**src/rtl/apb_master_if.sv**
```systemverilog
// Bundle of signals between an APB master and its two neighbours: the command/response
// side (a local requester) and the APB bus side (a single completer).
//   cmd_*    : command request from the requester (valid/ready handshake)
//   rsp_*    : completion pulse, read data and timeout flag back to the requester
//   xfer_cnt : number of transfers completed with pready
//   p*       : APB bus signals
// Modports:
//   master : the view of the apb_master block itself
//   slave  : the view of everything around it (requester plus APB completer)
interface apb_master_if #(
    parameter int unsigned ADDR_W = 8,
    parameter int unsigned DATA_W = 32
);
    logic              cmd_valid;
    logic              cmd_ready;
    logic              cmd_write;
    logic [ADDR_W-1:0] cmd_addr;
    logic [DATA_W-1:0] cmd_wdata;

    logic              rsp_valid;
    logic [DATA_W-1:0] rsp_rdata;
    logic              rsp_err;
    logic [15:0]       xfer_cnt;

    logic              psel;
    logic              penable;
    logic              pwrite;
    logic [ADDR_W-1:0] paddr;
    logic [DATA_W-1:0] pwdata;
    logic [DATA_W-1:0] prdata;
    logic              pready;

    modport master (
        input  cmd_valid, cmd_write, cmd_addr, cmd_wdata, prdata, pready,
        output cmd_ready, rsp_valid, rsp_rdata, rsp_err, xfer_cnt,
               psel, penable, pwrite, paddr, pwdata
    );

    modport slave (
        output cmd_valid, cmd_write, cmd_addr, cmd_wdata, prdata, pready,
        input  cmd_ready, rsp_valid, rsp_rdata, rsp_err, xfer_cnt,
               psel, penable, pwrite, paddr, pwdata
    );
endinterface

```
**src/rtl/apb_master.sv**
```systemverilog
// APB master: turns one accepted command into one APB transfer (SETUP then ACCESS),
// waits for pready with a bounded timeout, and reports a one-cycle completion pulse.
// Ports:
//   pclk   : clock, all state on the rising edge
//   preset : asynchronous active-high reset
//   bus    : apb_master_if.master (command, response, transfer count and APB signals)
// Parameters:
//   ADDR_W, DATA_W : APB address / data widths (must match the interface instance)
//   TIMEOUT        : ACCESS cycles without pready before the transfer is aborted (2..255)
module apb_master #(
    parameter int unsigned ADDR_W  = 8,
    parameter int unsigned DATA_W  = 32,
    parameter int unsigned TIMEOUT = 16
) (
    input logic           pclk,
    input logic           preset,
    apb_master_if.master  bus
);

    typedef enum logic [1:0] {StIdle, StSetup, StAccess} state_e;

    // Value of the wait counter during the last allowed ACCESS cycle.
    localparam logic [7:0] TimeoutLast = 8'(TIMEOUT - 1);

    state_e            state_q, state_d;
    logic [7:0]        wait_q, wait_d;
    logic              pwrite_q;
    logic [ADDR_W-1:0] paddr_q;
    logic [DATA_W-1:0] pwdata_q;
    logic              rsp_valid_q;
    logic [DATA_W-1:0] rsp_rdata_q;
    logic              rsp_err_q;
    logic [15:0]       xfer_q;

    logic accept;
    logic done;
    logic abort;

    always_comb begin
        state_d = state_q;
        wait_d  = wait_q;
        accept  = 1'b0;
        done    = 1'b0;
        abort   = 1'b0;
        unique case (state_q)
            StIdle: begin
                if (bus.cmd_valid) begin
                    accept  = 1'b1;
                    wait_d  = 8'd0;
                    state_d = StSetup;
                end
            end
            StSetup: begin
                state_d = StAccess;
            end
            StAccess: begin
                if (bus.pready) begin
                    // pready wins over a timeout on the same edge
                    done    = 1'b1;
                    state_d = StIdle;
                end else begin
                    wait_d = wait_q + 8'd1;
                    if (wait_q == TimeoutLast) begin
                        abort   = 1'b1;
                        state_d = StIdle;
                    end
                end
            end
            default: begin
                state_d = StIdle;
            end
        endcase
    end

    always_ff @(posedge pclk or posedge preset) begin
        if (preset) begin
            state_q     <= StIdle;
            wait_q      <= 8'd0;
            pwrite_q    <= 1'b0;
            paddr_q     <= '0;
            pwdata_q    <= '0;
            rsp_valid_q <= 1'b0;
            rsp_rdata_q <= '0;
            rsp_err_q   <= 1'b0;
            xfer_q      <= 16'd0;
        end else begin
            state_q     <= state_d;
            wait_q      <= wait_d;
            rsp_valid_q <= done | abort;
            if (accept) begin
                pwrite_q <= bus.cmd_write;
                paddr_q  <= bus.cmd_addr;
                pwdata_q <= bus.cmd_wdata;
            end
            if (done) begin
                rsp_err_q   <= 1'b0;
                rsp_rdata_q <= pwrite_q ? '0 : bus.prdata;
                xfer_q      <= xfer_q + 16'd1;
            end else if (abort) begin
                rsp_err_q   <= 1'b1;
                rsp_rdata_q <= '0;
            end
        end
    end

    // Bus controls decode straight from state so reset drops them without waiting for a clock.
    assign bus.cmd_ready = (state_q == StIdle);
    assign bus.psel      = (state_q != StIdle);
    assign bus.penable   = (state_q == StAccess);
    assign bus.pwrite    = pwrite_q;
    assign bus.paddr     = paddr_q;
    assign bus.pwdata    = pwdata_q;
    assign bus.rsp_valid = rsp_valid_q;
    assign bus.rsp_rdata = rsp_rdata_q;
    assign bus.rsp_err   = rsp_err_q;
    assign bus.xfer_cnt  = xfer_q;

endmodule

```
**src/flat_wrapper.sv**
```systemverilog
// flat-port wrapper written by rule: the top's interface ports become plain ports
module apb_master_flat 
#(
    parameter int unsigned ADDR_W  = 8,
    parameter int unsigned DATA_W  = 32,
    parameter int unsigned TIMEOUT = 16
)
  (pclk, preset, bus_cmd_valid, bus_cmd_write, bus_cmd_addr, bus_cmd_wdata, bus_prdata, bus_pready, bus_cmd_ready, bus_rsp_valid, bus_rsp_rdata, bus_rsp_err, bus_xfer_cnt, bus_psel, bus_penable, bus_pwrite, bus_paddr, bus_pwdata);
  apb_master_if #(.ADDR_W(ADDR_W), .DATA_W(DATA_W)) bus_i ();
  input logic pclk;
  input logic preset;
  input wire logic [$bits(bus_i.cmd_valid)-1:0] bus_cmd_valid;
  input wire logic [$bits(bus_i.cmd_write)-1:0] bus_cmd_write;
  input wire logic [$bits(bus_i.cmd_addr)-1:0] bus_cmd_addr;
  input wire logic [$bits(bus_i.cmd_wdata)-1:0] bus_cmd_wdata;
  input wire logic [$bits(bus_i.prdata)-1:0] bus_prdata;
  input wire logic [$bits(bus_i.pready)-1:0] bus_pready;
  output wire logic [$bits(bus_i.cmd_ready)-1:0] bus_cmd_ready;
  output wire logic [$bits(bus_i.rsp_valid)-1:0] bus_rsp_valid;
  output wire logic [$bits(bus_i.rsp_rdata)-1:0] bus_rsp_rdata;
  output wire logic [$bits(bus_i.rsp_err)-1:0] bus_rsp_err;
  output wire logic [$bits(bus_i.xfer_cnt)-1:0] bus_xfer_cnt;
  output wire logic [$bits(bus_i.psel)-1:0] bus_psel;
  output wire logic [$bits(bus_i.penable)-1:0] bus_penable;
  output wire logic [$bits(bus_i.pwrite)-1:0] bus_pwrite;
  output wire logic [$bits(bus_i.paddr)-1:0] bus_paddr;
  output wire logic [$bits(bus_i.pwdata)-1:0] bus_pwdata;
  assign bus_i.cmd_valid = bus_cmd_valid;
  assign bus_i.cmd_write = bus_cmd_write;
  assign bus_i.cmd_addr = bus_cmd_addr;
  assign bus_i.cmd_wdata = bus_cmd_wdata;
  assign bus_i.prdata = bus_prdata;
  assign bus_i.pready = bus_pready;
  assign bus_cmd_ready = bus_i.cmd_ready;
  assign bus_rsp_valid = bus_i.rsp_valid;
  assign bus_rsp_rdata = bus_i.rsp_rdata;
  assign bus_rsp_err = bus_i.rsp_err;
  assign bus_xfer_cnt = bus_i.xfer_cnt;
  assign bus_psel = bus_i.psel;
  assign bus_penable = bus_i.penable;
  assign bus_pwrite = bus_i.pwrite;
  assign bus_paddr = bus_i.paddr;
  assign bus_pwdata = bus_i.pwdata;
  apb_master #(.ADDR_W(ADDR_W), .DATA_W(DATA_W), .TIMEOUT(TIMEOUT)) u_core (.pclk(pclk), .preset(preset), .bus(bus_i));
endmodule
```
**config.mk**
```make
export PLATFORM = sky130hd
export DESIGN_NAME = apb_master_flat
export DESIGN_NICKNAME = d
export VERILOG_FILES = /design/src/rtl/apb_master_if.sv /design/src/rtl/apb_master.sv /design/src/flat_wrapper.sv
export SDC_FILE = /design/constraint.sdc
export NUM_CORES = 1
export LEC_CHECK = 0
export CAP_MARGIN = 10
export CELL_PAD_IN_SITES_DETAIL_PLACEMENT = 1
export CELL_PAD_IN_SITES_GLOBAL_PLACEMENT = 1
export CORE_UTILIZATION = 36
export DETAILED_ROUTE_END_ITERATION = 8
export PLACE_DENSITY_LB_ADDON = 0.1
export SYNTH_ARGS = -nofsm -noshare
export SYNTH_HDL_FRONTEND = slang
export SYNTH_SLANG_ARGS = --single-unit
```
**constraint.sdc**
```tcl
create_clock -name pclk -period 5.84 [get_ports pclk]
set_clock_uncertainty 0.1 [all_clocks]
set_input_delay 0.876 -clock pclk [delete_from_list [all_inputs] [get_ports pclk]]
set_output_delay 0.876 -clock pclk [all_outputs]
set_load 0.02 [all_outputs]
```
==> results of run 1 <==
==> stage by stage <==
step | cells | hold WS, ns | setup slack, ns
finish | 596 | 0.384 | 2.99
global route | 596 | 0.408 | 2.86
CTS | 596 | 0.387 | 2.96
detailed placement | 580 | 0.373 | 2.97
global placement | 580 | 0.386 | 3.03
floorplan | 281 | 0.390 | 2.22
==> logic make-up after synthesis <==
group	after synthesis	share of synthesized area
buffers and inverters	22	0.0343
xor gates and xnor gates	21	0.0458
DFF	101	0.630
muxes	42	0.118
AOI/OAI and AO/OA	41	0.0913
and+or+nand+nor	52	0.0748
adders and majority gates	2	0.00623
==> final timing paths <==
check	startpoint	endpoint	depth (start not counted)
worst min register to register	u_core.bus.xfer_cnt[15]$_DFFE_PP0P_	u_core.bus.xfer_cnt[15]$_DFFE_PP0P_	1
worst max register to register	u_core.wait_q[0]$_DFFE_PP0P_	u_core.bus.rsp_rdata[26]$_DFFE_PP0P_	5
worst min-delay path	u_core.bus.xfer_cnt[15]$_DFFE_PP0P_	u_core.bus.xfer_cnt[15]$_DFFE_PP0P_	1
worst max-delay path	u_core.state_q[0]$_DFFE_PP0P_	bus_penable	3
min in group asynchronous	preset	u_core.bus.rsp_rdata[22]$_DFFE_PP0P_	2
max in group asynchronous	preset	u_core.bus.xfer_cnt[1]$_DFFE_PP0P_	3
==> power by group <==
| group | internal, mW | switching [mW] | leakage (nW) | total [mW] |
|---|---|---|---|---|
| sequential | 0.982 | 0.185 | 1.27 | 1.17 |
| clock | 0.170 | 0.238 | 0.0868 | 0.408 |
| combinational | 0.787 | 0.690 | 1.13 | 1.48 |
==> state kept, by name (all words and copies together), names as in the netlist <==
name                  cells
u_core.bus.pwdata        32
u_core.bus.rsp_rdata     32
u_core.bus.xfer_cnt      16
u_core.bus.paddr          8
u_core.wait_q             8
u_core.state_q            2
u_core.bus.pwrite         1
u_core.bus.rsp_err        1
u_core.bus.rsp_valid      1
==> worst max-delay path: stages, from the launching register on <==
cell,delay (ns)
dfrtp_1,0.50
nand2b_1,0.22
inv_2,0.16
clkdlybuf4s50_1,0.64
==> area by class of cell <==
type                            count  area [um2]  share of cell area
Multi-Input combinational cell    158        1360               0.226
Timing Repair Buffer              172        1720               0.287
Clock inverter                      4        33.8             0.00564
Inverter                            9        36.3             0.00606
Tap cell                          140         175              0.0292
Sequential cell                   101        2530               0.422
Clock buffer                       12         145              0.0242
==> routing by layer <==
metal,global-route usage,wire [um],share of wire
met1,0.214,4000,0.41
met2,0.304,5000,0.52
met3,0.0448,541,0.056
met4,0.0489,105,0.011
met5,0,0,0
==> cells in the mapped netlist, types with 3 or more instances <==
cell type / count / area [um2]
nand3_1: 12 / 60.1
xnor2_1: 18 / 158
dfrtp_1: 101 / 2530
buf_2: 6 / 30.0
buf_6: 4 / 45.0
nand2b_1: 4 / 25.0
a22o_1: 31 / 272
nor2_1: 10 / 37.5
nand2_1: 9 / 33.8
inv_1: 8 / 30.0
xor2_1: 3 / 26.3
nand4_1: 3 / 18.8
mux2_2: 42 / 473
nor3_1: 3 / 15.0
==> metrics.csv, run 1 <==
metric,value,unit
Critical Path Start Type,flop,
asr flop ratio synth,1.00,
Layout Utilization,0.553,
Rows,38,
synthesized flop and latch total,101,
Tmin final,2.85,ns
clock slew seen by the registers of the worst setup and hold paths,0.09,ns
largest net degree at the start of global routing,63,
# nets final,530,
Via density,4.84,
Synthesized Nets,360,
vias in the first global route,3123,
CTS sink cnt,101,
DP Wirelength,6920,um
first-pass GRT wire length,15800,um
Die X,108,um
Max Slew Vio Count,0,
Initial Util,0.370,
Post-CTS Setup Bufs,0,
die height,108,um
unrepaired setup endpoints after global routing,false,
status,completed,
Core ar.,0.0108,mm2
WL final,9650,um
Max-Cap Viols,0,
Crit Path Category,flop to output port,
mean post-synth cell area,14.3,um2
"Cell Area, Synth",0.00401,mm2
antenna cell count,0,
Yosys Warn Count,0,
CTS max path bufs,2,
hold_buf cts,0,
Total Routing Usage GR,0.175,
"commonest non-fill, non-tap cells in the layout","clkdlybuf4s50_1, dfrtp_1, mux2_2",
Vias,2883,
Crit. End Element,output port,
P per Cell Area,509,mW/mm2
Yosys cell types,35,
final setup fails,0,
Starting DRT DRC Count,71,
period utilisation layout,0.487,
Worst Hold Class,flop to flop,
cell count after synthesis,281,
DR DRC count,0,
Total Power Consumption,3.05,mW
H-tree depth,3,
Slew headroom,0.429,
CTS Buf Count,9,
flop2flop setup slack,3.76,ns
gpl congestion,0.695,
Fin Setup TNS,0,ns
Worst Path Max Fanout,8,
final instance area,0.00599,mm2
Worst VDD drop,253,uV
FMAX,0.351,GHz
Post-DRT Antenna Nets,0,
"commonest non-fill, non-tap cell in the layout",clkdlybuf4s50_1,
CTS Root Cell,clkbuf_8,
Fillers,1123,
post-cts gate resize count,0,
Layout area overhead,49.2,%
Post-synth EDFFs,0,
CTS tree,done,
initial antenna violation count,0,
Slew @ Worst Pin,0.853,ns
placed inst area,0.00581,mm2
"Hold Violations, Final",0,
CP Data Arrival Time,1.87,ns
post-DR wirelength/cell,16.2,um
Clock Latency Late Sink,0.36,ns
sequential element share of the synthesized area,0.630,
share of cells above drive strength 1,0.156,
WP data required,4.86,ns
predominant post-synthesis flop cell,dfrtp_1,
static leakage,2.49,nW
GR Overflow Total,0,
port bufs,170,
drt first pass iters,4,
Ports,171,
Die ar.,0.0116,mm2
Note: power is estimated with default switching activity, not from simulation.
==> inputs of run 2 (changes only) <==
- CORE_UTILIZATION: 36 -> 30
- clock period: 5.84 -> 2.53 ns (I/O delays scaled with it)
==> metrics.csv, run 2 (synthesis gave the netlist of run 1 again) <==
metric,value,unit,change
sequential cell area,0.00253,mm2,unchanged
Layout area overhead,55.6,%,was 49.2%
period utilisation layout,0.922,,
WP data required,2.05,ns,was 4.86 ns
GR Overflow Total,0,,unchanged
P per Cell Area,1220,mW/mm2,was 509 mW/mm2
Starting DRT DRC Count,93,,was 71
largest net degree at the start of global routing,57,,was 63
Vias,2926,,was 2883
"commonest non-fill, non-tap cell in the layout",clkdlybuf4s50_1,,unchanged
Tmin final,2.33,ns,
"Worst Setup Slack, final",0.197,ns,was 2.99 ns
clock slew seen by the registers of the worst setup and hold paths,0.07,ns,was 0.09 ns
DP Wirelength,7640,um,was 6920 um
antenna cell count,0,,unchanged
CTS Root Cell,clkbuf_16,,was clkbuf_8
CTS sink cnt,101,,unchanged
die height,118,um,was 108 um
DR DRC count,0,,unchanged
Critical Path Start Type,flop,,unchanged
Fin Setup TNS,0,ns,unchanged
CTS Buf Count,9,,unchanged
CTS tree,done,,unchanged
Rows,41,,was 38
initial antenna violation count,0,,unchanged
Post-DRT Antenna Nets,0,,unchanged
Worst VDD drop,525,uV,was 253 uV
H-tree depth,3,,unchanged
"Hold Violations, Final",0,,unchanged
# nets final,536,,was 530
"worst slack, placed",0.434,ns,was 2.97 ns
met3 Use GR,0.0518,,was 0.0448
hold_buf cts,0,,unchanged
gpl congestion,0.737,,was 0.695
post-cts gate resize count,0,,unchanged
Core ar.,0.0128,mm2,was 0.0108 mm2
FMAX,0.429,GHz,
vias in the first global route,3202,,was 3123
Fillers,1321,,was 1123
Slew headroom,0.654,,was 0.429
first-pass GRT wire length,17100,um,was 15800 um
unrepaired setup endpoints after global routing,false,,unchanged
port bufs,170,,unchanged
drt first pass iters,3,,was 4
Initial Util,0.313,,was 0.370
Total Routing Usage GR,0.158,,was 0.175
CP Data Arrival Time,1.85,ns,was 1.87 ns
"commonest non-fill, non-tap cells in the layout","clkdlybuf4s50_1, dfrtp_1, mux2_2",,unchanged
Max-Cap Viols,0,,unchanged
Die ar.,0.0138,mm2,was 0.0116 mm2
Ports,171,,unchanged
Slew @ Worst Pin,0.517,ns,was 0.853 ns
Layout Utilization,0.487,,was 0.553
Die X,118,um,was 108 um
final cell count without fillers,634,,was 596
Crit Path Category,flop to output port,,unchanged
placed cell count,618,,was 580
met2 Usage GRT,0.285,,was 0.304
Worst Hold Class,input port to asynchronous set/reset pin,,was flop to flop
Worst Path Max Fanout,8,,unchanged
WL final,10300,um,was 9650 um
cell breakdown of the critical path,"nand2b_1, inv_2, clkdlybuf4s50_1",,unchanged
area of the multi-input gates,0.00136,mm2,unchanged
GR Layer Usage met1,0.176,,was 0.214
post-DR wirelength/cell,16.2,um,about the same
status,completed,,unchanged
CP max stage cell,clkdlybuf4s50_1,,unchanged
Most Crowded Layer GR,met2,,unchanged
Max Slew Vio Count,0,,unchanged
Post-CTS Setup Bufs,0,,unchanged
CP peak stage delay,0.64,ns,about the same
Via density,4.62,,was 4.84
Clock Latency Late Sink,0.35,ns,was 0.36 ns
share of cells above drive strength 1,0.171,,was 0.156
final setup fails,0,,unchanged
static leakage,2.59,nW,was 2.49 nW
CTS max path bufs,2,,unchanged
Crit. End Element,output port,,unchanged
==> run 2: changes by cell type in the layout (fill, tap and decap cells not counted), sizes merged <==
cell	before	now
bufinv	0	2
clkinvlp	1	4
buf	2	8
clkinv	3	2
clkbuf	12	9
inv	9	8
==> run 2: path summary, 6_finish.rpt <==
| check | from | to | slack (ns) | cells past startpoint |
|---|---|---|---|---|
| max | u_core.state_q[0]$_DFFE_PP0P_ | bus_penable | 0.20 | 3 |
| min | preset | u_core.bus.pwdata[19]$_DFFE_PP0P_ | 0.21 | 2 |
| max reg2reg | u_core.wait_q[4]$_DFFE_PP0P_ | u_core.bus.rsp_rdata[10]$_DFFE_PP0P_ | 0.57 | 5 |
| min reg2reg | u_core.bus.xfer_cnt[15]$_DFFE_PP0P_ | u_core.bus.xfer_cnt[15]$_DFFE_PP0P_ | 0.40 | 1 |
| max in group asynchronous | preset | u_core.bus.rsp_rdata[11]$_DFFE_PP0P_ | 1.60 | 3 |
| min in group pclk | u_core.bus.xfer_cnt[15]$_DFFE_PP0P_ | u_core.bus.xfer_cnt[15]$_DFFE_PP0P_ | 0.40 | 1 |
==> run 2: final cells by class <==
class,instances,area share
sequential,101,0.405
clock buffer,9,0.0361
multi-input combinational,158,0.217
timing repair buffer,178,0.286
inverter,9,0.00601
tap,172,0.0344
clock inverter,7,0.0160
==> run 2: worst max-delay path, delay by kind of cell, from the launching register on <==
kind / cells / cell delay [ns]
simple gates: 1 / 0.22
buf+inv: 2 / 0.79
flops: 1 / 0.49
==> run 2: power by group <==
part	switching (mW)	internal (mW)
sequential	0.423	2.27
combinational	1.62	1.84
clock	0.623	0.870
==> run 2: through the flow <==
| stage | hold slack (ns) | cell area (um2) | power, mW |
|---|---|---|---|
| 6_report | 0.209 | 6250 | 7.65 |
| 5_1_grt | 0.218 | 6250 | 8.06 |
| 4_1_cts | 0.202 | 6250 | 7.79 |
| 3_5_place_dp | 0.382 | 5920 | 6.25 |
| 3_3_place_gp | 0.373 | 5920 | 6.17 |
| 2_1_floorplan | 0.390 | 4020 | 4.50 |
==> run 2: routing by layer <==
metal / wire length [um] / vias up
met5: 0 / -
met4: 154 / 0
met3: 485 / 11
met2: 5650 / 66
met1: 3990 / 1508
li1: - / 1341
